<file path="src/rtl/req_buffer.sv">
// req_buffer: four per-channel request FIFOs feeding an arbiter, with one registered output slot and a sticky grant-error flag.
module req_buffer #(
  parameter int W = 8,
  parameter int DEPTH = 4
) (
  input  logic           clk,
  input  logic           rst_n,
  input  logic [3:0]     in_valid,
  input  logic [4*W-1:0] in_data,
  output logic [3:0]     in_ready,
  output logic [3:0]     req,
  input  logic [3:0]     gnt,
  output logic           out_valid,
  input  logic           out_ready,
  output logic [W-1:0]   out_data,
  output logic [1:0]     out_id,
  output logic           gnt_err
);
  localparam int AW = $clog2(DEPTH);
  localparam logic [AW:0] FULL = (AW+1)'(DEPTH);
  logic [W-1:0] head [4];
  logic [3:0] push, pop;
  logic multi, onehot, slot_free;
  logic [1:0] gidx;
  assign multi = (gnt & (gnt - 4'd1)) != 4'd0;
  assign onehot = gnt != 4'd0 && !multi;
  assign slot_free = !out_valid || out_ready;
  assign push = in_valid & in_ready;
  // req comes from registered counts only, so pop has no path from gnt back to req
  assign pop = (onehot && slot_free) ? (gnt & req) : 4'd0;
  assign gidx = {gnt[3] | gnt[2], gnt[3] | gnt[1]};
  for (genvar c = 0; c < 4; c++) begin : g_ch
    logic [W-1:0] mem [DEPTH];
    logic [AW-1:0] wp, rp;
    logic [AW:0] cnt;
    assign in_ready[c] = cnt != FULL;
    assign req[c] = cnt != '0;
    assign head[c] = mem[rp];
    always_ff @(posedge clk or negedge rst_n)
      if (!rst_n) begin
        wp <= '0;
        rp <= '0;
        cnt <= '0;
      end else begin
        if (push[c]) wp <= wp + AW'(1);
        if (pop[c]) rp <= rp + AW'(1);
        cnt <= cnt + (AW+1)'(push[c]) - (AW+1)'(pop[c]);
      end
    always_ff @(posedge clk)
      if (push[c]) mem[wp] <= in_data[c*W +: W];
  end
  always_ff @(posedge clk or negedge rst_n)
    if (!rst_n) begin
      out_valid <= 1'b0;
      out_data <= '0;
      out_id <= 2'd0;
      gnt_err <= 1'b0;
    end else begin
      if (pop != 4'd0) begin
        out_valid <= 1'b1;
        out_data <= head[gidx];
        out_id <= gidx;
      end else if (out_ready) out_valid <= 1'b0;
      if (multi) gnt_err <= 1'b1;
    end
endmodule
</file>
<file path="config.mk">
export PLATFORM = sky130hd
export DESIGN_NAME = req_buffer
export DESIGN_NICKNAME = d
export VERILOG_FILES = /design/src/rtl/req_buffer.sv
export SDC_FILE = /design/constraint.sdc
export NUM_CORES = 1
export LEC_CHECK = 0
export ABC_CLOCK_PERIOD_IN_PS = 2100
export BUFFER_PORTS_ARGS = -buffer_cell sky130_fd_sc_hd__buf_2
export CELL_PAD_IN_SITES_DETAIL_PLACEMENT = 1
export CELL_PAD_IN_SITES_GLOBAL_PLACEMENT = 2
export CORE_MARGIN = 4
export CORE_UTILIZATION = 40
export CTS_CLUSTER_DIAMETER = 200
export DETAILED_ROUTE_END_ITERATION = 7
export GPL_TIMING_DRIVEN = 0
export PLACE_DENSITY_LB_ADDON = 0.1
export SLEW_MARGIN = 10
export SYNTH_ARGS = -nofsm -noshare
export SYNTH_HDL_FRONTEND = slang
export SYNTH_SLANG_ARGS = --single-unit
</file>
<file path="constraint.sdc">
create_clock -name clk -period 2.1 [get_ports clk]
set_clock_uncertainty 0.05 [all_clocks]
set_input_delay 0.105 -clock clk [delete_from_list [all_inputs] [get_ports clk]]
set_output_delay 0.105 -clock clk [all_outputs]
set_load 0.01 [all_outputs]
</file>
Yosys cells after proc, flatten, opt, wreduce, memory -nomap -nowiden
Memories as Yosys holds them, arrays and structs flattened. Index checks and enable logic that the tools add are counted.

Register bits after elaboration: 40. Memory bits (writable): 128. Input bits: 43. Output and inout bits: 20. Memories: 4.

$add $sub $neg: 17. Order comparisons: 1. Equal/unequal tests: 4. Mux-type cells: 14. Bitwise operators: 6. Reduce and logical (&&, ||, !) cells: 13.

Memory list: g_ch[0].mem (depth 4, bits a word 8, read ports 1, clocked after memory_dff 0, write ports 1, line 33) `logic [W-1:0] mem [DEPTH];`; g_ch[1].mem (depth 4, bits a word 8, read ports 1, clocked after memory_dff 0, write ports 1, line 33); g_ch[2].mem (depth 4, bits a word 8, read ports 1, clocked after memory_dff 0, write ports 1, line 33); g_ch[3].mem (depth 4, bits a word 8, read ports 1, clocked after memory_dff 0, write ports 1, line 33).

Operators by type and width (count): 2-bit by 1-bit adder with 2-bit output (second input constant) (8); 8-bit binary-select mux with 2-bit select (1); 8-bit two-way mux (2); 3-bit by 1-bit adder with 3-bit output (4); 4-bit bitwise AND (3); 3-bit inequality test (second input constant) (4); 3-bit nonzero test (4); 4-bit nonzero test (3); 3-bit by 1-bit subtractor with 3-bit output (4); 1-bit two-way mux (10); 4-bit two-way mux (1); 4-bit by 1-bit subtractor with 4-bit output (second input constant) (1); 3-bit >= comparator (second input constant) (1); 2-bit NOT with 3-bit output (1); 1-bit logical AND (2); 1-bit logical NOT (2); 1-bit bitwise OR (2); 2-bit nonzero test (1); 1-bit logical OR (1).

Logic depth before layout (Yosys ltp)
Gate-level depths: netlist of run 1.

Depth in word-level cells: 9. Mapped depth: 11. Gate-level depth less buffers: 10.

Worst setup path before layout of run 1
OpenSTA, ideal clock, no wires.

Path kind: input port to flip-flop. Start point: input port gnt[1]. End point: register g_ch[0].cnt[2]. Library setup time: 0.124 ns. Arrival: 2.165 ns. Required time: 1.926 ns. Setup slack: -0.239 ns. Stages: 11. Path buffers: 1. Path through: buf_6 or3_4 a21o_4 nor3_2 ha_1 inv_1 ha_1 inv_1 fa_1 xnor2_1 xnor2_1.

Word-level cells in the longest chain between the ends: 8.

Ends and longest elaborated chain: start, declared (line 12) `input logic [3:0] gnt,`; 4-bit by 1-bit subtractor with 4-bit output (line 25) `assign multi = (gnt & (gnt - 4'd1)) != 4'd0;`; 4-bit bitwise AND (line 25); 4-bit nonzero test (line 25); 1-bit logical NOT (line 26) `assign onehot = gnt != 4'd0 && !multi;`; 1-bit logical AND (*) (line 26); 1-bit logical AND (*) (line 30) `assign pop = (onehot && slot_free) ? (gnt & req) : 4'd0;`; 4-bit two-way mux (*) (line 30); net pop[0] (line 22) `logic [3:0] push, pop;`; 3-bit by 1-bit subtractor with 3-bit output (*) (line 47) `cnt <= cnt + (AW+1)'(push[c]) - (AW+1)'(pop[c]);`; end signal, assigned (line 47); end, declared (line 35) `logic [AW:0] cnt;`.

The timed path passes the listed nets; every way through them passes the cells marked *. A chain may end at the register's enable or synchronous reset.

Final worst setup path of run 1
Start point: register out_valid. End point: register g_ch[1].cnt[2].

Word-level cells in the longest chain between the ends: 5.

Ends and longest elaborated chain: start, declared (line 13) `output logic out_valid,`; start signal, assigned (line 54) `out_valid <= 1'b0;`; start signal, assigned (line 60) `out_valid <= 1'b1;`; start signal, assigned (line 63) `end else if (out_ready) out_valid <= 1'b0;`; 1-bit logical NOT (line 27) `assign slot_free = !out_valid || out_ready;`; 1-bit logical OR (line 27); 1-bit logical AND (line 30); 4-bit two-way mux (line 30); net pop[1] (line 22); 3-bit by 1-bit subtractor with 3-bit output (line 47); end signal, assigned (line 47); end, declared (line 35).

The timed path passes the listed nets, and every way through them passes these cells.

==> metrics, run 1 <==
clock buffer depth 2; maximum fanout along the worst path 6; fin area around 0.0089 sq mm; Place WS -407 ps; violations in the final reports negative setup slack; DIE WIDTH between 100 and 150 um; # IOs between 60 and 70; total die area roughly 0.020 sq mm; Final Slew Violations 0; max_cap viols 0; vias in the first global route 4083; FILL cells 1632; Rel. slew slack between 20 and 30%; #FFs+latches synth 168; post-synth top area share between 50% and 60%; Net Sw Power between 3000 and 4000 uW; core area approximately 0.017 sq mm; R2R depth 10; cell taking the most area after synthesis edfxtp_1; clock power share ~24%; CTS tree built; RR Endpoint g_ch[1].cnt[2]$_DFF_PN0_; first-pass GRT wire length between 20000 and 25000 um; sequential power share between 40% and 50%; Post-Synth Simple-Gate Area 4.80%; Crit path arrival time 2510 ps; Pint ~7900 uW; CP required about 2400 ps; DRC viols 0; WHS Endpoint gnt_err$_DFFE_PN0P_; Synth Area in Compound Gates under 10%; CTS clk-pin slew, worst paths ~60 ps; die height roughly 140 um; yosys warns 0; largest family of logic cells by synthesized area multiplexers; number of flops mapped to enable cells by yosys approximately 130; Avg Vias per Cell between 5 and 6; Combinational Power Share a little under a third; final worst path period share 105%; depth of the worst hold-timing path 4; cell count after placement 670; port buffer count 60; Async SR Flop Fraction between 20% and 30%; Worst Hold Launch gnt[1]; syn_nets roughly 460; Syn Area/Cell between 15 and 20 sq um; H-tree depth 4; GPL Wtd Cong a little under 0.8; Switching Share roughly a third; first-pass detailed-route iteration total 4; RSZ-0062 raised after global routing yes; clock latency on the worst-skew pair 420 ps; layout cells sized above 1 36.6%; outcome complete, but fails checks; CTS Sinks ~170; final setup violation count 7; dpl hpwl roughly 10000 um; cts bufs inserted 17; Initial Utilization between 40 and 50%; P_leak about 0.0034 uW; fmax approximately 450 MHz; Min Clock Period, post-route ~2200 ps; mux share of post-synthesis cell area 13.6%; routed len/inst around 20 um; Final Hold Vio Count 0; Pwr Density 1310 mW/mm^2; Yosys cell types 42; # rows 48; Final Non-Filler Cells roughly 750; CTS root buf clkbuf_16; Synth Area in Adders under 10%; Routed Antenna Nets 0; CP Capture Type flip-flop; initial antenna violation count 0; DR vias between 3000 and 4000; Seq/Total Area, Yosys between 60% and 70%; Crit Path Category flip-flop to flip-flop; mapped cell area slightly above 0.007 sq mm; Hold Path Class input pin to flip-flop; maximum vdd drop just over 0.6 mV; reg2reg setup slack -110 ps; P&R area growth vs syn 24.7%; DRT Wirelength 15100 um; reg2reg start out_valid$_DFFE_PN0P_; largest cells by area after synthesis edfxtp_1 (54%), dfrtp_1 (14%), mux4_2 (10%); GR Overflow Total 0; top_reg_cell synth edfxtp_1; Startpoint Class flip-flop; Starting DRT DRC Count roughly 170; All-Layer GR Usage around 16%; Worst-Margin Slew roughly 1100 ps; n_diodes 0; setup ws final -108 ps; cell count after synthesis about 390; xor-xnor portion of the synthesized cell area 2.59%; largest net degree at the start of global routing around 40; Area after DPL 0.00773 sq mm; nets@finish a little under 600
-- layout make-up --
cell class / instances / area [sq um] / share of cell area (%)
tap: 225 / 282 / 3.17
clock inverter: 15 / 103 / 1.16
buffer: 8 / 63.8 / 0.720
timing repair buffer: 114 / 811 / 9.14
multi-input combinational: 179 / 2240 / 25.2
sequential: 168 / 4850 / 54.7
clock buffer: 17 / 425 / 4.80
inverter: 26 / 97.6 / 1.10
-- worst max path at each step --
| stage | slack [ps] | startpoint | to | depth (start not counted) |
|---|---|---|---|---|
| 3_3_place_gp | -410 | gnt[3] | g_ch[0].cnt[2]$_DFF_PN0_ | 11 |
| 4_1_cts | -220 | out_valid$_DFFE_PN0P_ | g_ch[0].cnt[2]$_DFF_PN0_ | 10 |
| 3_5_place_dp | -410 | gnt[3] | g_ch[1].cnt[2]$_DFF_PN0_ | 11 |
| 6_report | -110 | out_valid$_DFFE_PN0P_ | g_ch[1].cnt[2]$_DFF_PN0_ | 10 |
| 5_1_grt | -200 | g_ch[0].cnt[0]$_DFF_PN0_ | g_ch[0].cnt[2]$_DFF_PN0_ | 9 |
| 2_1_floorplan | -130 | gnt[1] | g_ch[0].cnt[2]$_DFF_PN0_ | 11 |
-- metal layers --
layer | wire length (um) | vias up | share of wire [%] | track usage, %
li1 | - | 1744 | - | -
met1 | 6680 | 1984 | 44 | 21.0
met2 | 7810 | 53 | 52 | 26.5
met3 | 397 | 13 | 2.6 | 3.67
met4 | 200 | 0 | 1.3 | 5.05
met5 | 0 | - | 0 | 0
-- synthesized netlist by cell type (3+ instances only) --
library cell  instances
mux2i_1               8
inv_1                26
xnor2_1              12
buf_2                 4
xor2_1                9
buf_1                 3
dfrtp_1              40
mux2_2                4
clkbuf_1              3
nand3_1               3
nor3_2                4
o21ai_0               9
and3_1               17
or3_1                 4
mux4_2               32
o31ai_2               3
fa_1                  4
ha_1                 24
mux2_4                8
edfxtp_1            128
nor4b_2               3
and2_0                4
a22oi_1               8
-- state kept, by name, indices dropped and copies added (netlist names) --
| register | cells |
|---|---|
| g_ch.rp | 8 |
| out_id | 2 |
| out_data | 8 |
| g_ch.mem | 128 |
| out_valid | 1 |
| g_ch.cnt | 12 |
| gnt_err | 1 |
| g_ch.wp | 8 |
-- cell usage in the layout, fill, tap and decap left out, drive strengths merged, types with 17 or more instances in the layout --
master / netlist / final
edfxtp: 128 / 128
buf: 9 / 87
dfrtp: 40 / 40
dlygate4sd3: 0 / 34
mux4: 32 / 32
inv: 26 / 30
ha: 24 / 24
clkbuf: 3 / 18
and3: 17 / 17
-- through the flow --
step | setup TNS [ps] | util (%) | power (uW) | hold slack (ps)
after detailed placement | -2800 | 44.5 | 8630 | 275
after global routing | -1070 | 51.1 | 12400 | 88.4
after CTS | -724 | 50.3 | 11700 | 29.2
after global placement | -2680 | 44.5 | 8490 | 269
final | -367 | 51.1 | 11600 | 63.5
after floorplan | -660 | - | 7400 | -241
-- worst max-delay path, stage by stage, from the launching register on --
cell	delay [ps]
dfrtp_1	380
nor2b_4	140
a21o_4	230
nor3_4	170
ha_1	260
inv_1	50
ha_1	130
inv_1	50
fa_2	350
xnor2_2	190
xnor2_1	130
-- power by group through the flow --
stage / clock, uW / sequential (uW) / combinational (uW)
floorplan: 0 / 4930 / 2470
detailed placement: 0 / 5040 / 3590
CTS: 2900 / 5170 / 3610
global route: 3090 / 5270 / 4030
global placement: 0 / 4990 / 3500
finish: 2810 / 5160 / 3640
-- cells by family after synthesis --
kind of cell | after synthesis
xor+xnor | 21
buf+inv | 38
flops | 168
simple gates | 48
fa+ha+maj | 29
compound gates | 29
mux | 52
-- timing repair --
item | 4_1_cts | 5_1_grt
hold buffers | 34 | 1
cloned | 0 | 0
pin swaps | 8 | 11
endpoints found under the hold margin | 169 | 1
gates resized for setup | 16 | 11
setup buffers | 8 | 12
endpoints found under the setup margin | 16 | 10
Note: power is estimated with default switching activity, not from simulation.
==> inputs of run 2 (changes only) <==
Settings changed: REMOVE_ABC_BUFFERS set to 1.
==> metrics, run 2 (synthesized netlist as in run 1, its figures left out) <==
largest net degree at the start of global routing 41 (unchanged); Tot Pwr 11800 uW (was 11600 uW); post-layout util 50.9% (was 51.1%); clock power share 26.7% (was 24.2%); Combinational Power Share 27.8% (was 31.4%); setup ws final -149 ps (was -108 ps); CTS Sinks 168 (unchanged); All-Layer GR Usage 15.6% (was 16.0%); Pwr Density 1340 mW/mm^2 (was 1310 mW/mm^2); outcome complete, but fails checks (unchanged); P_leak 0.00334 uW (was 0.00339 uW); Crit Path Category flip-flop to flip-flop (unchanged); WP buf/inv 2 (unchanged); # rows 48 (unchanged); die height 141 um (unchanged); Net Sw Power 3660 uW (was 3710 uW); final setup violation count 8 (was 7); max_cap viols 0 (unchanged); Startpoint Class flip-flop (unchanged); fin area 0.00884 sq mm (was 0.00887 sq mm); Initial Utilization 41.0% (unchanged); Seq. cell area 0.00486 sq mm (was 0.00485 sq mm); initial antenna violation count 0 (unchanged); port buffer count 62 (was 60); Final Hold Vio Count 0 (unchanged); DIE WIDTH 141 um (unchanged); CP peak stage delay 400 ps (was 380 ps); Switching Share 30.9% (was 31.9%); M1 WL 6300 um (was 6680 um); Rel. slew slack 32.3% (was 29.4%); CP required 2360 ps (was 2400 ps); biggest regs g_ch.mem: 128 flops, g_ch.cnt: 12 flops (unchanged); Avg Vias per Cell 5.02 (was 5.05); FILL cells 1614 (was 1632); H-tree depth 4 (unchanged); # IOs 63 (unchanged); Crit path max-delay family adder cells (unchanged); DR vias 3714 (was 3794); CTS tree built (unchanged); Starting DRT DRC Count 146 (was 167); Area after DPL 0.00764 sq mm (was 0.00773 sq mm); Place WS -579 ps (was -407 ps); first-pass GRT wire length 22900 um (was 23500 um); leading cell type in the layout, fill and taps excluded edfxtp_1 (unchanged); final worst path period share 107% (was 105%); clock latency on the worst-skew pair 420 ps (about the same); fmax 445 MHz (was 453 MHz); cts bufs inserted 17 (unchanged); RSZ-0062 raised after global routing yes (unchanged); maximum vdd drop 0.630 mV (was 0.614 mV); GPL Wtd Cong 0.747 (was 0.780); Routed Antenna Nets 0 (unchanged); Crit path arrival time 2510 ps (about the same); uppermost layer routed met4 (unchanged); Pint 8180 uW (was 7910 uW); first-pass detailed-route iteration total 4 (unchanged); Met2 Wirelength 7640 um (was 7810 um); DRT Wirelength 14600 um (was 15100 um); nets@finish 573 (was 585); GR Overflow Total 0 (unchanged); Worst-Margin Slew 1020 ps (was 1060 ps); CP Capture Type flip-flop (unchanged); worst hold slack 39.8 ps (was 63.5 ps); clock buffer depth 2 (unchanged); Multi-input gate area 0.00223 sq mm (was 0.00224 sq mm); vias in the first global route 4144 (was 4083); layout cells sized above 1 36.7% (was 36.6%); routed len/inst 19.7 um (was 20.1 um); worst path cell trace nor2b_4, a21o_4, nor3_4, ha_1, inv_1, ha_1, inv_1, fa_2, xnor2_2, xnor2_1 (unchanged); Min Clock Period, post-route 2250 ps (was 2210 ps); core area 0.0174 sq mm (unchanged); n_diodes 0 (unchanged); Largest Register g_ch.mem (unchanged); max FFs per register 128 (unchanged); DRC viols 0 (unchanged); CTS clk-pin slew, worst paths 70 ps (was 60 ps); Final Slew Violations 0 (unchanged); total die area 0.0200 sq mm (unchanged); Hold Path Class input pin to flip-flop (unchanged); P&R area growth vs syn 24.3% (was 24.7%); commonest cells after routing, fill and taps aside edfxtp_1 (128), buf_2 (62), dfrtp_1 (35) (was edfxtp_1 (128), buf_2 (60), dfrtp_1 (36)); CTS root buf clkbuf_16 (unchanged); met3 routed WL 440 um (was 397 um); CP max-delay cell dfrtp_1 (unchanged); sequential power share 45.4% (was 44.4%); violations in the final reports negative setup slack (unchanged); maximum fanout along the worst path 6 (unchanged); dpl hpwl 10200 um (was 10500 um)
## run 2: final timing paths
| check | from | to | slack [ps] | depth (start not counted) |
|---|---|---|---|---|
| max | out_valid$_DFFE_PN0P_ | g_ch[1].cnt[2]$_DFF_PN0_ | -150 | 10 |
| min | gnt[3] | out_id[0]$_DFFE_PN0P_ | 40 | 3 |
| max reg2reg | out_valid$_DFFE_PN0P_ | g_ch[1].cnt[2]$_DFF_PN0_ | -150 | 10 |
| min reg2reg | gnt_err$_DFFE_PN0P_ | gnt_err$_DFFE_PN0P_ | 450 | 1 |
| max in group asynchronous | rst_n | g_ch[0].rp[0]$_DFFE_PN0P_ | 900 | 2 |
| min in group asynchronous | rst_n | g_ch[1].cnt[0]$_DFF_PN0_ | 340 | 2 |
## run 2: area by class of cell
class                           count  share of cell area, %
Multi-Input combinational cell    179                   25.3
Tap cell                          225                   3.18
Timing Repair Buffer              110                   8.59
Inverter                           26                   1.13
Clock buffer                       18                   4.85
Clock inverter                     14                   1.97
Sequential cell                   168                   55.0
## run 2: worst register-to-register path, stage by stage, from the launching register on
cell	delay, ps
dfrtp_1	400
nor2b_4	150
a21o_4	230
nor3_4	210
ha_1	260
inv_1	60
ha_1	130
inv_1	50
fa_2	340
xnor2_2	140
xnor2_1	130
## run 2: metrics by stage
stage | setup TNS (ps) | instances
detailed placement | -4450 | 660
floorplan | -379 | 373
global route | -1380 | 740
global placement | -3950 | 660
CTS | -1080 | 734
finish | -680 | 740
## run 2: power groups by stage
stage / registers [uW] / clock network (uW) / logic (uW)
after detailed placement: 5420 / 0 / 3130
after global routing: 5540 / 3410 / 3670
after floorplan: 5170 / 0 / 2130
after CTS: 5400 / 3240 / 3280
final: 5380 / 3170 / 3300
after global placement: 5360 / 0 / 3030
## run 2: routing by layer
metal,global-route usage [%],vias to the layer above
met5,0,-
met4,5.05,0
met3,3.37,16
met2,27.0,55
met1,19.7,1921
li1,-,1722
## run 2: timing repair
| action | 4_1_cts | 5_1_grt |
|---|---|---|
| endpoints found under the setup margin | 16 | 12 |
| resized for setup | 20 | 19 |
| setup buffers | 8 | 7 |
| hold buffers | 34 | 0 |
| endpoints found under the hold margin | 169 | 0 |
| pin swaps | 12 | 7 |
